`src/rtl/ttl74x521_seq_cmp_if.sv`:
```
// Bus bundle for the ttl74x521_seq_cmp sequence comparator.
// WM exists only when TTL521_MASK_EN is defined.
interface ttl74x521_seq_cmp_if #(
    parameter int WIDTH = 8,
    parameter int DEPTH = 4
);
    localparam int AW = $clog2(DEPTH);
    localparam int CW = $clog2(DEPTH + 1);

    logic             G_n;
    logic             STB;
    logic [WIDTH-1:0] P;
    logic             WE;
    logic [AW-1:0]    WA;
    logic [WIDTH-1:0] WD;
`ifdef TTL521_MASK_EN
    logic [WIDTH-1:0] WM;
`endif
    logic             EQ_n;
    logic             P_n;
    logic [CW-1:0]    IDX;

    modport master (
`ifdef TTL521_MASK_EN
        output WM,
`endif
        output G_n, STB, P, WE, WA, WD,
        input  EQ_n, P_n, IDX
    );

    modport slave (
`ifdef TTL521_MASK_EN
        input  WM,
`endif
        input  G_n, STB, P, WE, WA, WD,
        output EQ_n, P_n, IDX
    );
endinterface

```
`src/rtl/ttl74x521_seq_cmp.sv`:
```
// Clocked sequence comparator: matches a strobed word stream against a DEPTH-entry table.
// Optional don't-care masks per entry via TTL521_MASK_EN.
module ttl74x521_seq_cmp #(
    parameter int WIDTH = 8,
    parameter int DEPTH = 4
) (
    input logic                CLK,
    input logic                CLR,
    ttl74x521_seq_cmp_if.slave bus
);
    localparam int AW = $clog2(DEPTH);
    localparam int CW = $clog2(DEPTH + 1);
    localparam logic [CW-1:0] LAST = CW'(DEPTH - 1);

    logic [WIDTH-1:0] pat [DEPTH];
`ifdef TTL521_MASK_EN
    logic [WIDTH-1:0] msk [DEPTH];
`endif

    logic [CW-1:0]    idx, idx_nxt;
    logic             eq_n_q, p_n_q, eq_n_nxt, p_n_nxt;
    logic             accept, hit_cur, hit_zero, wr_ok;
    logic [WIDTH-1:0] care_cur, care_zero;

    // Compares read the table as it stood before this edge.
    always_comb begin
`ifdef TTL521_MASK_EN
        care_cur  = ~msk[idx[AW-1:0]];
        care_zero = ~msk[0];
`else
        care_cur  = '1;
        care_zero = '1;
`endif
        hit_cur  = ((bus.P ^ pat[idx[AW-1:0]]) & care_cur) == '0;
        hit_zero = ((bus.P ^ pat[0]) & care_zero) == '0;
        accept   = bus.STB & ~bus.G_n & ~bus.WE;
        wr_ok    = int'(bus.WA) < DEPTH;
    end

    always_ff @(posedge CLK or posedge CLR) begin
        if (CLR) begin
            pat <= '{default: '0};
`ifdef TTL521_MASK_EN
            msk <= '{default: '0};
`endif
        end else if (bus.WE && wr_ok) begin
            pat[bus.WA] <= bus.WD;
`ifdef TTL521_MASK_EN
            msk[bus.WA] <= bus.WM;
`endif
        end
    end

    always_ff @(posedge CLK or posedge CLR) begin
        if (CLR) begin
            idx    <= '0;
            eq_n_q <= 1'b1;
            p_n_q  <= 1'b1;
        end else begin
            idx    <= idx_nxt;
            eq_n_q <= eq_n_nxt;
            p_n_q  <= p_n_nxt;
        end
    end

    // A miss that matches entry 0 restarts tracking at 1 rather than dropping to idle.
    always_comb begin
        idx_nxt = idx;
        if (bus.WE) begin
            idx_nxt = '0;
        end else if (accept) begin
            if (hit_cur)
                idx_nxt = (idx == LAST) ? '0 : idx + CW'(1);
            else
                idx_nxt = hit_zero ? CW'(1) : '0;
        end
    end

    always_comb begin
        eq_n_nxt = ~(accept & hit_cur);
        p_n_nxt  = ~(accept & hit_cur & (idx == LAST));
    end

    assign bus.EQ_n = eq_n_q;
    assign bus.P_n  = p_n_q;
    assign bus.IDX  = idx;
endmodule

```
`src/flat_wrapper.sv`:
```
// flat-port wrapper written by rule: the top's interface ports become plain ports
module ttl74x521_seq_cmp_flat 
#(
    parameter int WIDTH = 8,
    parameter int DEPTH = 4
)
  (CLK, CLR, bus_G_n, bus_STB, bus_P, bus_WE, bus_WA, bus_WD, bus_EQ_n, bus_P_n, bus_IDX);
  ttl74x521_seq_cmp_if #(.WIDTH(WIDTH), .DEPTH(DEPTH)) bus_i ();
  input logic CLK;
  input logic CLR;
  input wire logic [$bits(bus_i.G_n)-1:0] bus_G_n;
  input wire logic [$bits(bus_i.STB)-1:0] bus_STB;
  input wire logic [$bits(bus_i.P)-1:0] bus_P;
  input wire logic [$bits(bus_i.WE)-1:0] bus_WE;
  input wire logic [$bits(bus_i.WA)-1:0] bus_WA;
  input wire logic [$bits(bus_i.WD)-1:0] bus_WD;
  output wire logic [$bits(bus_i.EQ_n)-1:0] bus_EQ_n;
  output wire logic [$bits(bus_i.P_n)-1:0] bus_P_n;
  output wire logic [$bits(bus_i.IDX)-1:0] bus_IDX;
  assign bus_i.G_n = bus_G_n;
  assign bus_i.STB = bus_STB;
  assign bus_i.P = bus_P;
  assign bus_i.WE = bus_WE;
  assign bus_i.WA = bus_WA;
  assign bus_i.WD = bus_WD;
  assign bus_EQ_n = bus_i.EQ_n;
  assign bus_P_n = bus_i.P_n;
  assign bus_IDX = bus_i.IDX;
  ttl74x521_seq_cmp #(.WIDTH(WIDTH), .DEPTH(DEPTH)) u_core (.CLK(CLK), .CLR(CLR), .bus(bus_i));
endmodule
```
`config.mk`:
```
export PLATFORM = sky130hd
export DESIGN_NAME = ttl74x521_seq_cmp_flat
export DESIGN_NICKNAME = d
export VERILOG_FILES = /design/src/rtl/ttl74x521_seq_cmp_if.sv /design/src/rtl/ttl74x521_seq_cmp.sv /design/src/flat_wrapper.sv
export SDC_FILE = /design/constraint.sdc
export NUM_CORES = 1
export LEC_CHECK = 0
export ABC_AREA = 1
export CORE_MARGIN = 5
export CORE_UTILIZATION = 65
export CTS_CLUSTER_SIZE = 30
export DETAILED_ROUTE_END_ITERATION = 10
export DONT_BUFFER_PORTS = 1
export GPL_TIMING_DRIVEN = 0
export PLACE_DENSITY = 0.91
export SLEW_MARGIN = 20
export SYNTH_ARGS = -nofsm -noshare
export SYNTH_HDL_FRONTEND = slang
export SYNTH_SLANG_ARGS = --single-unit
export TNS_END_PERCENT = 5
```
`constraint.sdc`:
```
create_clock -name CLK -period 3.81 [get_ports CLK]
set_input_delay 0.1905 -clock CLK [delete_from_list [all_inputs] [get_ports CLK]]
set_output_delay 0.1905 -clock CLK [all_outputs]
set_load 0.1 [all_outputs]
```
==> run summary, run 1 <==
Setup repair after global routing left no endpoint under its margin. The number of vias in the routed layout came out at 1820. The total DRC errors in the routed layout is 0. The number of hold violations in the final report was 0.

The register-to-register setup slack came out at 1410 ps. The instance count along the most critical hold path is 3. The worst setup path is launched from a register. Wires add up to 4460 um. Fill cells in the final layout number 261.

The power per cell area came out at 382 mW/mm2. The run finished with clean final reports. The number of enable flip-flop cells after synthesis came out at 0. The global-route total usage across every layer is 22.8%. The die boundary width is 67.1 um. The clock tree skew after final layout is 6.42 ps. The Yosys warning count came out at 0. The diode insertion count for antenna repair is 0. The number of antenna violations at the first check in global routing is 0. The first global-routing pass estimated 7560 um of wire. The detail-routed via count per cell came out at 5.42. For hold timing, the worst endpoint is u_core.bus.IDX[0]. The endpoint identified for the worst register-to-register timing path is u_core.bus.IDX[1]. The final critical-path share of the clock period is 63.1%.

Data on the critical path is required at its endpoint by 4100 ps. The netlist area before placement came out at 0.00212 mm2. The clock sink count is 37. The commonest cells after synthesis are sky130_fd_sc_hd__nand2_1, sky130_fd_sc_hd__dfrtp_1, sky130_fd_sc_hd__o21ai_0. Along the worst path, the maximum fanout reaches 10. STA puts the critical path data arrival time at 2690 ps. The later pin in the worst-skew pair is clocked with a latency of 340 ps.

The maximum level of the CTS H-tree is 2. Entering global routing, the biggest net connects 38 pins. The count of input and output buffers came out at 0. In this run, the number of DRC markers left after iteration 0 of detailed routing was 65. The residual antenna-violating net count after detailed routing is 0.

The total number of nets in the final design came out at 315. The worst hold path begins at bus_WE. Of all cell types, the one taking the most synthesized area is sky130_fd_sc_hd__dfrtp_1. The non-filler instance count after layout is 336. The reported max-cap violation count came out at 0.

In the post-synthesis netlist, the biggest area contributors are sky130_fd_sc_hd__dfrtp_1, sky130_fd_sc_hd__nand2_1, sky130_fd_sc_hd__o21ai_0. The placed wire-length estimate came out at 3500 um. The proportion of layout cells with a drive suffix above 1 came out at 12.7%. For this run, asynchronously set or reset flops after synthesis account for 100%. The worst slew margin relative to its limit is 37.0%.

Counting every instance in the synthesized netlist gives 283. The number of library cell types mapped by synthesis came out at 23. The cell with the most instances after synthesis is sky130_fd_sc_hd__nand2_1.

After detailed routing, the average wire length per cell comes to 13.3 um. Relative to the synthesized area, the layout overhead comes to 5.73%. The top cell type's share of synthesized area came out at 41.3%.

The leakage power is 1.15 nW. The final cell utilization of the core is 72.2%. After global routing the overflow that remains totals 0.

The type of the worst min-delay path is in2reg. The transition time of the tightest slew-check pin is 946 ps. The count of pins over their slew limit came to 0. The main flop type after synthesis is sky130_fd_sc_hd__dfrtp_1. The post-CTS repair timing setup buffer count came out at 0.

The setup TNS after final layout is 0 ps. The number of cells in the design after placement is 327. In the post-route analysis, the smallest setup slack over all paths is 1410 ps. The via count of the first global-routing pass is 1696. The sequential fraction of the synthesis area is 43.8%.

The worst slack at placement is 1430 ps. The worst hold slack across all endpoints is 40.1 ps. The total core area is 0.00310 mm2. The count of state elements after synthesis is 37. The congestion estimate from routability-driven global placement came to 0.827. The startpoint-to-endpoint class of the critical path is reg2reg.

Setup violations remaining at the end of the flow were counted as 0. The floorplan step set the die height to 67.1 um. The cell depth of the worst flop-to-flop path came out at 14. TritonCTS built the clock tree. The startpoint of the lowest-slack register-to-register path is u_core.bus.IDX[0]. The number of rows created at floorplan came out at 20.

The area of the die is 0.00450 mm2. The time the final worst path needs with I/O delays and setup is 2400 ps. The count of pins on the block boundary came out at 28.

The initial utilization of the core area, before any placement, comes to 68.3%. The detailed-routing iteration count for the pre-antenna-repair pass is 4. The clock passes through at most 2 buffers.

The category of the worst setup path capture point is a register. The clock transition at the registers of the reported paths came out at 110 ps. The worst-case IR drop observed on VDD is 322 uV.

The root buffer cell is sky130_fd_sc_hd__clkbuf_4. In this run the mean area of a mapped cell was 7.49 um2. Clock tree synthesis inserted a total of 5 buffers. The highest achievable clock rate came out at 416 MHz.

Synthesis produced a netlist with a net count of 307.
## worst max-delay path by stage
stage	startpoint	to	slack [ps]
after global routing	u_core.bus.IDX[0]	u_core.bus.IDX[1]	1210
after floorplan	u_core.bus.IDX[0]	u_core.bus.IDX[1]	1670
after global placement	u_core.bus.IDX[0]	u_core.bus.IDX[1]	1470
final	u_core.bus.IDX[0]	u_core.bus.IDX[1]	1410
after CTS	u_core.bus.IDX[0]	u_core.bus.IDX[1]	1410
after detailed placement	u_core.bus.IDX[0]	u_core.bus.IDX[1]	1430
## report_power, final
group / switching [W] / leakage (nW) / internal (W)
clock: 0.000132 / 0.0245 / 0.0000721
sequential: 0.0000372 / 0.462 / 0.000446
combinational: 0.0000999 / 0.663 / 0.0000677
## timing repair
item	in CTS	in global routing
hold buffers	1	0
endpoints found under the hold margin	35	0
gates resized for setup	0	0
endpoints found under the setup margin	0	0
## per-layer routing
metal  part of all wire (%)  up-vias  global-route usage [%]
met5                      0        -                       0
met4                    2.1        0                    9.37
met3                    6.8       10                    5.56
met2                     47       62                    36.0
met1                     44      834                    29.9
li1                       -      914                       -
## final cells by class
class / count / area [um2] / area share, %
Tap cell: 44 / 55.1 / 2.46
Clock inverter: 2 / 15.0 / 0.670
Timing Repair Buffer: 1 / 10.0 / 0.447
Clock buffer: 6 / 41.3 / 1.84
Buffer: 8 / 65.1 / 2.90
Multi-Input combinational cell: 212 / 1020 / 45.7
Sequential cell: 37 / 928 / 41.4
Inverter: 26 / 103 / 4.58
## placed cells by master (no fill, tap or decap), drive strengths merged
cell / Yosys / layout
dlygate4sd3: 0 / 1
o21ai: 32 / 32
nand3b: 2 / 2
ha: 1 / 1
dfrtp: 35 / 35
inv: 26 / 26
clkbuf: 4 / 10
clkinvlp: 0 / 2
nor2: 11 / 11
nand3: 34 / 34
xor2: 8 / 8
nand2: 120 / 120
a21oi: 1 / 1
dfstp: 2 / 2
buf: 4 / 4
nand4: 1 / 1
nor4: 2 / 2
## per-stage QoR
| stage | total power (W) | instance area (um2) |
|---|---|---|
| after floorplan | 0.000621 | 2120 |
| after global placement | 0.000645 | 2170 |
| after detailed placement | 0.000657 | 2170 |
| after CTS | 0.000859 | 2240 |
| after global routing | 0.000914 | 2240 |
| final | 0.000856 | 2240 |
## logic make-up (layout without fill, tap and decap cells)
| kind of cell | after synthesis | after routing | share of synthesized area (%) |
|---|---|---|---|
| AOI/OAI and AO/OA | 33 | 33 | 7.79 |
| xor gates and xnor gates | 8 | 8 | 3.31 |
| adders and majority gates | 1 | 1 | 0.590 |
| buffers and inverters | 34 | 43 | 7.91 |
| DFF | 37 | 37 | 43.8 |
| and+or+nand+nor | 170 | 170 | 36.6 |
## worst max-delay path: stages (launching register included)
cell	delay (ps)
sky130_fd_sc_hd__dfrtp_1	980
sky130_fd_sc_hd__buf_6	260
sky130_fd_sc_hd__inv_6	70
sky130_fd_sc_hd__buf_12	140
sky130_fd_sc_hd__nand2_1	70
sky130_fd_sc_hd__nand3_2	100
sky130_fd_sc_hd__nand2_1	100
sky130_fd_sc_hd__nand2_1	50
sky130_fd_sc_hd__nand2_1	50
sky130_fd_sc_hd__nand2_1	60
sky130_fd_sc_hd__nor2_2	130
sky130_fd_sc_hd__nand2_2	90
sky130_fd_sc_hd__nor2_4	110
sky130_fd_sc_hd__nand2_1	60
sky130_fd_sc_hd__nand2_1	50
## sequential cells by signal (all words and copies together), names as in the netlist
name	cells
u_core.bus.IDX	3
u_core.bus.EQ_n	1
u_core.pat	32
u_core.bus.P_n	1
(Power assumes the default switching activity.)
==> inputs of run 2 (changes only) <==
- CORE_UTILIZATION: 65 -> 57
- PLACE_DENSITY: 0.91 -> 0.85
- clock period: 3.81 -> 2 ns (I/O delays scaled with it)
==> run 2 against run 1 <==
  * Non-clock buffer count is 1 higher
  * Clock skew is 3.9 ps lower
  * Sequential share of layout area decreased by 1.6 points
  * Flip-flop and latch count stayed put
  * Worst hold slack lost 32 ps
  * Setup slack lost 1400 ps
  * Critical path depth unchanged
  * Combinational power increased by 98%
  * Largest cell class unchanged
  * Final area up 4.9%
  * Via count up 1.4%
  * Fmax increased by 23%
  * Largest power group unchanged
  * Count of clock-buffer cells in the layout up 1
==> run summary, run 2 (synthesis gave the netlist of run 1 again) <==
Setup repair after global routing could not meet its margin everywhere. The total DRC errors in the routed layout came out at 0. The detailed-routing iteration count for the pre-antenna-repair pass came out at 4. In the final routed layout, each cell accounts on average for 14.6 um.

Of all nets on the critical path, the largest fanout is 10. The residual antenna-violating net count after detailed routing came out at 0. The worst register-to-register path has a depth of 14. Input and output buffers added on the ports amount to 0. The H-tree generated during clock tree synthesis spans 2 levels. The filler cells instantiated in the layout total 332.

The via count of the first global-routing pass came out at 1775. The largest single stage delay on the critical path is 660 ps. The area used by sequential logic in the layout came out at 936 um2. The startpoint-to-endpoint class of the critical path is reg2reg.

The library cell used most frequently in the layout, excluding fill and tap cells, is sky130_fd_sc_hd__nand2_1. The number of flip-flops in the largest register is 32. The maximum number of buffers from clock root to sink is 2.

The slowest stage of the critical path is the sky130_fd_sc_hd__dfrtp_4 cell. The min-delay analysis places its worst path in the category in2reg. The global-route total usage across every layer is 20.9%. At the pin with the least slew margin, the transition time is 922 ps.

The number of buffers added by the clock tree synthesis step came out at 5. Clock tree synthesis selected as its root buffer the cell sky130_fd_sc_hd__clkbuf_8. The count of pins on the block boundary is 28. The tool flagged a number of max-cap violations equal to 0.

The setup TNS after final layout is 0 ps. The power per cell area is 757 mW/mm2. The top cell types in the final layout, fill and taps aside, are sky130_fd_sc_hd__nand2_1, sky130_fd_sc_hd__dfrtp_1, sky130_fd_sc_hd__o21ai_0. In the final layout, the share of cells above drive strength 1 is 15.4%.

The clock reaches the later pin of the worst-skew pair after 290 ps. The count of pins over their slew limit is 0. The maximum number of pins on one net before global-route repair came out at 38. The signed area change from the synthesized netlist to the final layout came out at 10.9%. The placed wire-length estimate is 3460 um. The worst slew margin relative to its limit came out at 38.6%. Using the TritonRoute via totals, the vias-per-cell ratio works out to 5.43. The required time of the critical path came out at 2230 ps. Routability-driven placement finished with a final weighted congestion of 0.885. Ranked by flip-flop count, first place goes to u_core.pat. For this run, the post-layout net count is 316. The flow ran to the end, and the final reports show no timing, DRC or antenna violations. Among the stages of the critical path, the cell type that occurs most often is sky130_fd_sc_hd__nand2_1. The register-to-register setup slack came out at 40 ps. The number of antenna violations at the first check in global routing came out at 0. Measured along the y axis, the die boundary spans 71.0 um. The worst path uses 98.1% of the clock period. Global routing finished with a remaining overflow of 0. The total core area is 0.00363 mm2. The clock tree skew after final layout came out at 2.53 ps. The clock transition at the registers of the reported paths is 70 ps. STA classifies the critical path startpoint as a register. The clock sink count is 37. The number of DRC markers in iteration 0 is 149. The area of the die came out at 0.00504 mm2. The multi-input logic area came out at 0.00105 mm2. The first global-routing pass estimated 8160 um of wire. The initial cell density of the core is 58.3%. After detailed routing, the total wire length is 4970 um. The number of vias in the routed layout came out at 1846.

Walking the worst path, the cells encountered are buf_12, inv_8, buf_12, nand2_2, nand3_2, nand2_2, nand2_1, nand2_1, nand2_1, nor2_2, nand2_2, nor2_4, nand2_1, nand2_1. VDD sags by at most 467 uV. The number of hold violations in the final report came out at 0. The signal arrival time at the worst endpoint came out at 2190 ps.

Measured along the x axis, the die boundary spans 71.0 um. The leakage power is 1.19 nW. The repair_antennas step left the layout with diodes totalling 0. The post-CTS repair timing setup buffer count is 0.

The time the final worst path needs with I/O delays and setup is 1960 ps. The worst hold path was traced through 3 stages. The TritonCTS clock tree is yes. After layout, the design draws a total of 0.00178 W.

The number of rows created at floorplan is 22. The worst setup path is captured at a register. Derived from the worst setup path, the maximum achievable clock frequency is 510 MHz.

The number of setup violations in the final report is 0.
==> run 2: what timing repair did <==
item | in CTS | in global routing
gates resized for setup | 3 | 11
endpoints found under the setup margin | 4 | 5
pin swaps | 0 | 3
endpoints found under the hold margin | 35 | 0
gates cloned | 0 | 1
hold buffers | 1 | 0
==> run 2: per-layer routing <==
| layer | GRT usage [%] | share of wire (%) | up-vias |
|---|---|---|---|
| met5 | 0 | 0 | - |
| met1 | 26.7 | 40 | 872 |
| met4 | 7.93 | 1.6 | 0 |
| li1 | - | - | 912 |
| met3 | 4.97 | 8.5 | 5 |
| met2 | 34.3 | 50 | 57 |
==> run 2: final cells by class <==
cell class	instances	share of cell area, %
inverters	26	4.58
repair buffers	2	1.49
multi-input cells	212	44.6
well taps	48	2.55
plain buffers	8	3.30
flip-flops and latches	37	39.8
clock buffers	7	3.67
==> run 2: worst paths after layout <==
check | from | to
max in group asynchronous | CLR | u_core.bus.IDX[0]
max | u_core.bus.IDX[0] | u_core.bus.IDX[1]
min | bus_WE | u_core.bus.IDX[0]
min in group asynchronous | CLR | u_core.pat[11]
max reg2reg | u_core.bus.IDX[0] | u_core.bus.IDX[1]
min reg2reg | u_core.pat[21] | u_core.pat[21]
==> run 2: worst max-delay path: cells and delay by family (launching register included) <==
family | cells | cell delay (ps)
simple gates | 11 | 850
flops | 1 | 660
buf+inv | 3 | 370
==> run 2: power breakdown <==
group / leakage (nW) / internal (W) / switching (W)
clock: 0.0443 / 0.000273 / 0.000253
combinational: 0.686 / 0.000133 / 0.000199
sequential: 0.458 / 0.000852 / 0.0000704
==> run 2: through the flow <==
step | cell area [um2] | cells | worst slack, ps | utilization (%) | hold slack [ps]
6_report | 2350 | 340 | 38.3 | 64.7 | 8.43
2_1_floorplan | 2120 | 283 | 148 | - | 278
3_5_place_dp | 2180 | 331 | -78.1 | 60.1 | 161
5_1_grt | 2350 | 340 | -101 | 64.7 | 22.1
4_1_cts | 2290 | 339 | 4.36 | 62.9 | 1.15
3_3_place_gp | 2180 | 331 | -22.3 | 60.1 | 298
==> inputs of run 3 (changes only) <==
- MAX_ROUTING_LAYER: default -> met4
==> run 3 against run 2 <==
  * Total power barely moved
  * Critical endpoint unchanged
  * Non-clock buffer count unchanged
  * Critical path type unchanged
  * Final cell count did not move
==> run summary, run 3 (synthesis gave the netlist of run 1 again) <==
The number of hold violations in the final report came out at 0. The initial utilization of the core area, before any placement, comes to 58.3%. The startpoint of the lowest-slack hold path is bus_WE.

The proportion of total power due to net switching is 29.4%. The number of rows created at floorplan came out at 22. The signed area change from the synthesized netlist to the final layout is 10.9%. The wire length per cell after detailed routing came out at 14.6 um.

Summed over all cells, the static leakage comes to 1.19 nW. The tightest min-delay check is of the in2reg type. The relative contribution of combinational cells to total power came out at 18.6%. The number of antenna violations at the first check in global routing is 0. The net switching component of the power is 0.000524 W. The y dimension of the die came out at 71.0 um. The clock tree skew after final layout came out at 4.36 ps.

The root buffer cell chosen for the clock tree is sky130_fd_sc_hd__clkbuf_8. The proportion of layout cells with a drive suffix above 1 came out at 15.4%. The sequential power share came out at 51.8%. The critical path starts at u_core.bus.IDX[0]. The global-route total usage across every layer is 21.5%. IR analysis of the VDD net gives a maximum drop of 465 uV. Clock latency on the worst-skew pair, taken at its later pin, is 290 ps. Setup repair after global routing could not meet its margin everywhere. The number of setup violations in the final report came out at 0. The placed wire-length estimate came out at 3460 um. The setup path with the least slack is of type reg2reg.

The clock transition at the registers of the reported paths came out at 70 ps. The first-pass GRT wire length came out at 8160 um. The proportion of power drawn by the clock network is 29.6%.

The detail-routed via count per cell came out at 5.44. The maximum number of buffers from clock root to sink is 2. The global placer's final weighted congestion came out at 0.899.

The transition time of the tightest slew-check pin came out at 922 ps. In the layout the commonest cells are sky130_fd_sc_hd__nand2_1, sky130_fd_sc_hd__dfrtp_1, sky130_fd_sc_hd__o21ai_0. The worst slew margin relative to its limit is 38.6%. Including well taps, the total number of placed cells is 331.

The multi-input logic area came out at 0.00105 mm2. The diode insertion count for antenna repair came out at 0. The via count of the first global-routing pass is 1772.

The reported max-cap violation count is 0. The post-CTS repair timing setup buffer count came out at 0. The signal arrival time at the worst endpoint came out at 2180 ps. The pre-antenna-repair detailed-routing pass consisted of 4 iterations. The clock drives 37 sinks. The number of buffers added by the clock tree synthesis step came out at 5. Registers take 936 um2. In this run the horizontal extent of the chip is 71.0 um. The worst hold slack across all endpoints came out at 7.63 ps. The total core area came out at 0.00363 mm2. Summed over all layers, the routed wires come to 4960 um.

The total number of nets in the final design came out at 316. The number of fillers in the final layout came out at 332. The worst setup path is launched from a register. At the worst endpoint, the required time is 2230 ps.

The count of pins over their slew limit came out at 0. Excluding fillers, the count of instances in the completed layout stands at 340. The power per cell area came out at 758 mW/mm2. The final critical-path share of the clock period is 97.6%. Counting flops per register, the top entry is u_core.pat. In this run the worst path has a maximum fanout of 10. The category of the worst setup path capture point is a register.

In this run, the number of DRC markers left after iteration 0 of detailed routing was 146. The smallest clock period supported by the final layout is computed as 1950 ps. Once detail routing completed, the nets flagged for antenna violations numbered 0.

The maximum level of the CTS H-tree came out at 2. The number of flip-flops in the largest register came out at 32. The highest achievable clock rate came out at 512 MHz. The setup TNS after final layout came out at 0 ps. TritonCTS built the clock tree. The total DRC errors in the routed layout came out at 0. The run finished with clean final reports. The library cell used most frequently in the layout, excluding fill and tap cells, is sky130_fd_sc_hd__nand2_1. The aggregate global routing overflow came out at 0. Cell internal power was estimated by the tool at 0.00126 W. Input and output buffers added on the ports amount to 0. The maximum number of pins on one net before global-route repair came out at 38.

The worst register-to-register path begins at u_core.bus.IDX[0]. In this run the count of I/O pins placed on the die edge is 28. The die covers 0.00504 mm2. The number of vias in the routed layout is 1850.
-- run 3: worst max-delay path, cell delays in order, from the launching register on --
cell                      delay, ps
sky130_fd_sc_hd__dfrtp_4        660
sky130_fd_sc_hd__buf_12         180
sky130_fd_sc_hd__inv_8           50
sky130_fd_sc_hd__buf_12         140
sky130_fd_sc_hd__nand2_2         60
sky130_fd_sc_hd__nand3_2         90
sky130_fd_sc_hd__nand2_2         80
sky130_fd_sc_hd__nand2_1         60
sky130_fd_sc_hd__nand2_1         50
sky130_fd_sc_hd__nand2_1         60
sky130_fd_sc_hd__nor2_2         150
sky130_fd_sc_hd__nand2_2         90
sky130_fd_sc_hd__nor2_4         100
sky130_fd_sc_hd__nand2_1         60
sky130_fd_sc_hd__nand2_1         50
-- run 3: layout make-up --
cell class                 count  share of cell area (%)
multi-input combinational    212                    44.6
sequential                    37                    39.8
inverter                      26                    4.58
clock buffer                   7                    3.67
buffer                         8                    3.30
tap                           48                    2.55
timing repair buffer           2                    1.49
-- run 3: per-layer routing --
layer | share of wire, % | vias up | global-route usage [%]
li1 | - | 911 | -
met1 | 41 | 876 | 26.8
met2 | 50 | 55 | 34.3
met3 | 7.4 | 8 | 4.97
met5 | 0 | - | -
met4 | 1.9 | 0 | 7.93
-- run 3: through the flow --
stage          power [W]  cell area, um2  utilization (%)  worst slack, ps
2_1_floorplan    0.00118            2120                -              148
3_3_place_gp     0.00123            2180             60.1            -22.3
3_5_place_dp     0.00125            2180             60.1            -78.1
4_1_cts          0.00178            2290             62.9             4.36
5_1_grt          0.00189            2350             64.7             -101
6_report         0.00178            2350             64.7             47.8
-- run 3: power groups by stage --
stage               sequential [W]  combinational [W]  clock [W]
CTS                       0.000918           0.000323   0.000535
finish                    0.000923           0.000332   0.000527
detailed placement        0.000932           0.000320          0
global placement          0.000928           0.000307          0
global route              0.000934           0.000390   0.000570
floorplan                 0.000918           0.000266          0
-- run 3: path summary, 6_finish.rpt --
kind	cells past startpoint	slack (ps)	endpoint
worst max-delay path	14	50	u_core.bus.IDX[1]
worst min-delay path	3	8	u_core.bus.IDX[1]
worst max register to register	14	50	u_core.bus.IDX[1]
worst min register to register	2	480	u_core.pat[21]
max in group asynchronous	2	1030	u_core.bus.IDX[0]
min in group asynchronous	2	400	u_core.pat[24]
-- run 3: repair_timing --
action | CTS | global route
pin swaps | 0 | 3
setup endpoints to repair | 4 | 5
hold buffers | 1 | 0
endpoints found under the hold margin | 35 | 0
gates cloned | 0 | 1
gates resized for setup | 3 | 11
